<file path="src/rtl/inst_b_decoder.sv">
// RV32 B-type instruction decoder with a single register stage on every output.
// Fields, immediate and target are produced for any opcode; is_branch qualifies them.
module inst_b_decoder #(
  parameter int XLEN = 32
) (
  input  logic            clk,
  input  logic            rst_n,
  input  logic            in_valid,
  input  logic [31:0]     instruction_word,
  input  logic [XLEN-1:0] pc,
  output logic            out_valid,
  output logic [6:0]      imm_MSB,
  output logic [4:0]      rs2,
  output logic [4:0]      rs1,
  output logic [2:0]      funct3,
  output logic [4:0]      imm_LSB,
  output logic [XLEN-1:0] imm_b,
  output logic [XLEN-1:0] branch_target,
  output logic [5:0]      br_type,
  output logic            is_branch,
  output logic            illegal
);

  localparam logic [6:0] OPC_BRANCH = 7'b1100011;

  logic            out_valid_d, out_valid_q;
  logic [6:0]      imm_msb_d, imm_msb_q;
  logic [4:0]      rs2_d, rs2_q;
  logic [4:0]      rs1_d, rs1_q;
  logic [2:0]      funct3_d, funct3_q;
  logic [4:0]      imm_lsb_d, imm_lsb_q;
  logic [XLEN-1:0] imm_b_d, imm_b_q;
  logic [XLEN-1:0] target_d, target_q;
  logic [5:0]      br_type_d, br_type_q;
  logic            is_branch_d, is_branch_q;
  logic            illegal_d, illegal_q;

  logic            opc_is_branch;
  logic [XLEN-1:0] imm_b_ext;
  logic [5:0]      br_onehot;

  assign opc_is_branch = (instruction_word[6:0] == OPC_BRANCH);
  assign imm_b_ext = {{(XLEN-12){instruction_word[31]}}, instruction_word[7],
                      instruction_word[30:25], instruction_word[11:8], 1'b0};

  always_comb begin
    br_onehot = 6'b000000;
    case (instruction_word[14:12])
      3'b000:  br_onehot = 6'b000001;
      3'b001:  br_onehot = 6'b000010;
      3'b100:  br_onehot = 6'b000100;
      3'b101:  br_onehot = 6'b001000;
      3'b110:  br_onehot = 6'b010000;
      3'b111:  br_onehot = 6'b100000;
      default: br_onehot = 6'b000000;
    endcase
  end

  // Decoded fields only update on a valid beat; otherwise the last decode is held.
  always_comb begin
    out_valid_d = in_valid;
    imm_msb_d   = imm_msb_q;
    rs2_d       = rs2_q;
    rs1_d       = rs1_q;
    funct3_d    = funct3_q;
    imm_lsb_d   = imm_lsb_q;
    imm_b_d     = imm_b_q;
    target_d    = target_q;
    br_type_d   = br_type_q;
    is_branch_d = is_branch_q;
    illegal_d   = illegal_q;
    if (in_valid) begin
      imm_msb_d   = instruction_word[31:25];
      rs2_d       = instruction_word[24:20];
      rs1_d       = instruction_word[19:15];
      funct3_d    = instruction_word[14:12];
      imm_lsb_d   = instruction_word[11:7];
      imm_b_d     = imm_b_ext;
      target_d    = pc + imm_b_ext;
      br_type_d   = opc_is_branch ? br_onehot : 6'b000000;
      is_branch_d = opc_is_branch && (br_onehot != 6'b000000);
      illegal_d   = opc_is_branch && (br_onehot == 6'b000000);
    end
  end

  always_ff @(posedge clk) begin
    if (!rst_n) begin
      out_valid_q <= 1'b0;
      imm_msb_q   <= '0;
      rs2_q       <= '0;
      rs1_q       <= '0;
      funct3_q    <= '0;
      imm_lsb_q   <= '0;
      imm_b_q     <= '0;
      target_q    <= '0;
      br_type_q   <= '0;
      is_branch_q <= 1'b0;
      illegal_q   <= 1'b0;
    end else begin
      out_valid_q <= out_valid_d;
      imm_msb_q   <= imm_msb_d;
      rs2_q       <= rs2_d;
      rs1_q       <= rs1_d;
      funct3_q    <= funct3_d;
      imm_lsb_q   <= imm_lsb_d;
      imm_b_q     <= imm_b_d;
      target_q    <= target_d;
      br_type_q   <= br_type_d;
      is_branch_q <= is_branch_d;
      illegal_q   <= illegal_d;
    end
  end

  assign out_valid     = out_valid_q;
  assign imm_MSB       = imm_msb_q;
  assign rs2           = rs2_q;
  assign rs1           = rs1_q;
  assign funct3        = funct3_q;
  assign imm_LSB       = imm_lsb_q;
  assign imm_b         = imm_b_q;
  assign branch_target = target_q;
  assign br_type       = br_type_q;
  assign is_branch     = is_branch_q;
  assign illegal       = illegal_q;

endmodule

</file>
<file path="config.mk">
export PLATFORM = sky130hd
export DESIGN_NAME = inst_b_decoder
export DESIGN_NICKNAME = d
export VERILOG_FILES = /design/src/rtl/inst_b_decoder.sv
export SDC_FILE = /design/constraint.sdc
export NUM_CORES = 1
export LEC_CHECK = 0
export ABC_AREA = 0
export BUFFER_PORTS_ARGS = -buffer_cell sky130_fd_sc_hd__buf_2
export CAP_MARGIN = 20
export CORE_ASPECT_RATIO = 0.8
export CORE_MARGIN = 2
export CORE_UTILIZATION = 45
export CTS_CLUSTER_SIZE = 20
export DETAILED_ROUTE_END_ITERATION = 16
export PLACE_DENSITY = 0.77
export SLEW_MARGIN = 10
export SYNTH_ARGS = -nofsm -noshare
export SYNTH_HDL_FRONTEND = slang
export SYNTH_SLANG_ARGS = --single-unit
</file>
<file path="constraint.sdc">
create_clock -name clk -period 2.7 [get_ports clk]
set_input_delay 0.675 -clock clk [delete_from_list [all_inputs] [get_ports clk]]
set_output_delay 0.675 -clock clk [all_outputs]
set_load 0.02 [all_outputs]
</file>
==> impl_metrics.yaml <==
clock_tree:
  htree_levels: 3
  cts_inserted_buffers: 9
  cts_tree: "yes"
  clk_latency_ns: 0.33
  clkSinkCount: 66
  hold_buffers: 0
  clock_path_buffers: 2
  path_clk_slew_ns: 0.06
  cts-root-buf: "clkbuf_16"
placement:
  dp_hpwl_um: 10500
  io_buffers: 163
  place_congestion: 0.9489
  dp.cells: 847
global_routing:
  grt_pass1_wl_um: 21710
  grt_pass1_vias: 4487
  gr-usage-all-layers: 0.2565
  antenna_found_initial: 0
  grt_overflow: 0
  grt_max_degree: 45
worst_setup_path:
  critPathLaunchType: "input pin"
  worstPathRequired_ns: 2.92
  rr_worst_depth: 2
  timing.rr.end: "imm_MSB[6]$_SDFFE_PN0P_"
  timing.rr.start: "imm_MSB[6]$_SDFFE_PN0P_"
  endpoint_kind: "flip-flop"
  crit_path_max_fanout: 3
  r2r_setup_slack_ns: 1.75
  critical_path_class: "input pin to flip-flop"
  arrival_ns: 2.81
floorplan:
  core.rowCount: 32
  dieArea_um2: 10620
  chipHeight_um: 92.59
  core_um2: 9609
  start_util: 0.4594
  dieWidth_um: 114.7
  pin_count: 165
finish:
  layout_commonest_cell: "buf_2"
  final_util: 0.6328
  n_fill_cell: 804
  layout_common_cells: "buf_2, buf_4, dfxtp_1, nor2_1, nand2_1"
  finalNetCount: 837
  drive_above_1_share: 0.3871
  instances_no_fill: 863
  antenna_cells: 0
  syn2layout_area_growth_pct: 37.76
min_path:
  worstHoldPathCells: 2
  holdPathEnd: "branch_target[22]$_SDFFE_PN0P_"
  hp-start: "branch_target[22]$_SDFFE_PN0P_"
  hp-class: "flip-flop to flip-flop"
synth:
  synth_edf_count: 0
  synthFlopType: "dfxtp_1"
  synthesis.nets: 626
  synth.distinct_cells: 70
  synth-seq-cells: 66
  async_flop_share: 0
  synth_area_per_cell_um2: 8.360
  syn_area_um2: 4414
  syn_inst: 528
  yosysWarnings: 0
  synth_seq_area_share: 0.2993
routing:
  routedWlPerCell_um: 15.76
  drc_errors: 0
  via_per_inst: 5.584
  wirelength_um: 13610
  firstDrtPassIters: 5
  drtAntennaViolNets: 0
  drtIter0Drc: 405
  dr_total_vias: 4819
sta:
  rsz0062_at_grt: "false"
  fin_crit_sh: 0.9562
  period_needed_ns: 2.582
  max_freq_mhz: 387.3
  slew_viol_final: 0
  tightest_slew_ns: 0.5330
  finClkSkew_ns: 0
  relSlewSlack: 0.6442
  tns_ns: 0
  setup_viol: 0
  hold_viol: 0
pwr:
  ir_drop_uv: 280.3
  p_per_area_nw_per_um2: 563.9
  leakagePower_nw: 3.042
status:
  status: "finished clean"
job:
  max_cap_violations: 0
-- registers in the layout (all words and copies together), names as in the netlist --
signal         flops
branch_target     32
imm_MSB            7
br_type            6
rs1                5
rs2                5
imm_LSB            4
funct3             3
illegal            1
imm_b              1
is_branch          1
out_valid          1
-- through the flow --
stage | total power, W | setup WS (ns) | area [µm²] | hold WS [ns]
final | 0.003429 | 0.1182 | 6081 | 0.4630
after global routing | 0.003576 | 0.01567 | 6081 | 0.4764
after global placement | 0.002099 | -0.2216 | 5746 | 0.4467
after detailed placement | 0.002126 | -0.2915 | 5746 | 0.4525
after floorplan | 0.001721 | 0.004141 | 4424 | 0.5352
after CTS | 0.003427 | 0.01506 | 6072 | 0.4642
-- worst max-delay path, stage by stage --
cell and delay (ns):
buf_2 0.11, ha_1 0.22, fa_2 0.36, a21o_1 0.23
a31oi_2 0.24, a211o_1 0.20, a21oi_1 0.12, a221oi_2 0.28
mux2_2 0.36
-- metal layers --
layer | GRT usage | routed length (µm) | vias to the layer above
met1 | 0.3410 | 6042 | 2247
met3 | 0.04581 | 1006 | 18
met4 | 0.06526 | 166 | 0
met2 | 0.4305 | 6390 | 210
met5 | 0 | 0 | -
li1 | - | - | 2344
-- worst max path at each step --
stage | start | to | slack, ns
final | instruction_word[8] | branch_target[31]$_SDFFE_PN0P_ | 0.12
after global routing | instruction_word[31] | branch_target[24]$_SDFFE_PN0P_ | 0.02
after CTS | instruction_word[8] | branch_target[31]$_SDFFE_PN0P_ | 0.02
after detailed placement | instruction_word[8] | branch_target[31]$_SDFFE_PN0P_ | -0.29
after global placement | instruction_word[8] | branch_target[21]$_SDFFE_PN0P_ | -0.22
after floorplan | instruction_word[8] | branch_target[31]$_SDFFE_PN0P_ | 0.004
-- logic make-up after synthesis --
group                      count (synthesis)  synth area share
buffers and inverters                     62           0.08078
xor gates and xnor gates                   9           0.01786
muxes                                     33           0.07511
AOI/OAI and AO/OA                        152            0.2486
DFF                                       66            0.2993
adders and majority gates                 31           0.08957
and+or+nand+nor                          174            0.1879
other                                      1         0.0008495
-- repair_timing --
action | CTS | global route
gates resized for setup | 0 | 2
setup endpoints to repair | 0 | 4
buffers inserted | 0 | 0
-- cells in the mapped netlist (3+ instances only) --
master | n | area, µm²
a211oi_1 | 6 | 45.04
nand2_1 | 44 | 165.2
a21oi_1 | 38 | 190.2
nand2b_1 | 3 | 18.77
xnor2_1 | 6 | 52.55
o21a_1 | 4 | 30.03
a21o_1 | 14 | 105.1
or3_1 | 10 | 62.56
nor3_1 | 7 | 35.03
buf_2 | 3 | 15.01
a21boi_0 | 4 | 30.03
and2_1 | 8 | 50.05
ha_1 | 30 | 375.4
nand3_1 | 12 | 60.06
a211o_1 | 4 | 35.03
a22oi_1 | 3 | 22.52
a32o_1 | 7 | 70.07
nor2_1 | 62 | 232.7
o211ai_1 | 4 | 30.03
inv_1 | 6 | 22.52
a31oi_1 | 3 | 18.77
buf_4 | 32 | 240.2
xor2_1 | 3 | 26.28
o21ai_0 | 25 | 125.1
dfxtp_1 | 66 | 1321
and4_1 | 4 | 35.03
mux2i_1 | 32 | 320.3
o311ai_0 | 4 | 35.03
and3_1 | 3 | 18.77
nand4_1 | 9 | 56.30
clkbuf_1 | 17 | 63.81
o21ai_1 | 3 | 15.01
or2_2 | 3 | 18.77
-- layout make-up --
class,count,area [µm²],share of cell area
Clock buffer,9,225.2,0.03704
Multi-Input combinational cell,400,2755,0.4531
Tap cell,119,148.9,0.02449
Timing Repair Buffer,254,1499,0.2465
Clock inverter,7,101.3,0.01667
Sequential cell,66,1321,0.2173
Inverter,8,30.03,0.004938
-- power by group --
| group | switching (W) | total, W | internal [W] |
|---|---|---|---|
| clock | 0.000486 | 0.00130 | 0.000817 |
| combinational | 0.000583 | 0.00104 | 0.000452 |
| sequential | 0.0000432 | 0.00109 | 0.00105 |
Note: power is estimated with default switching activity, not from simulation.
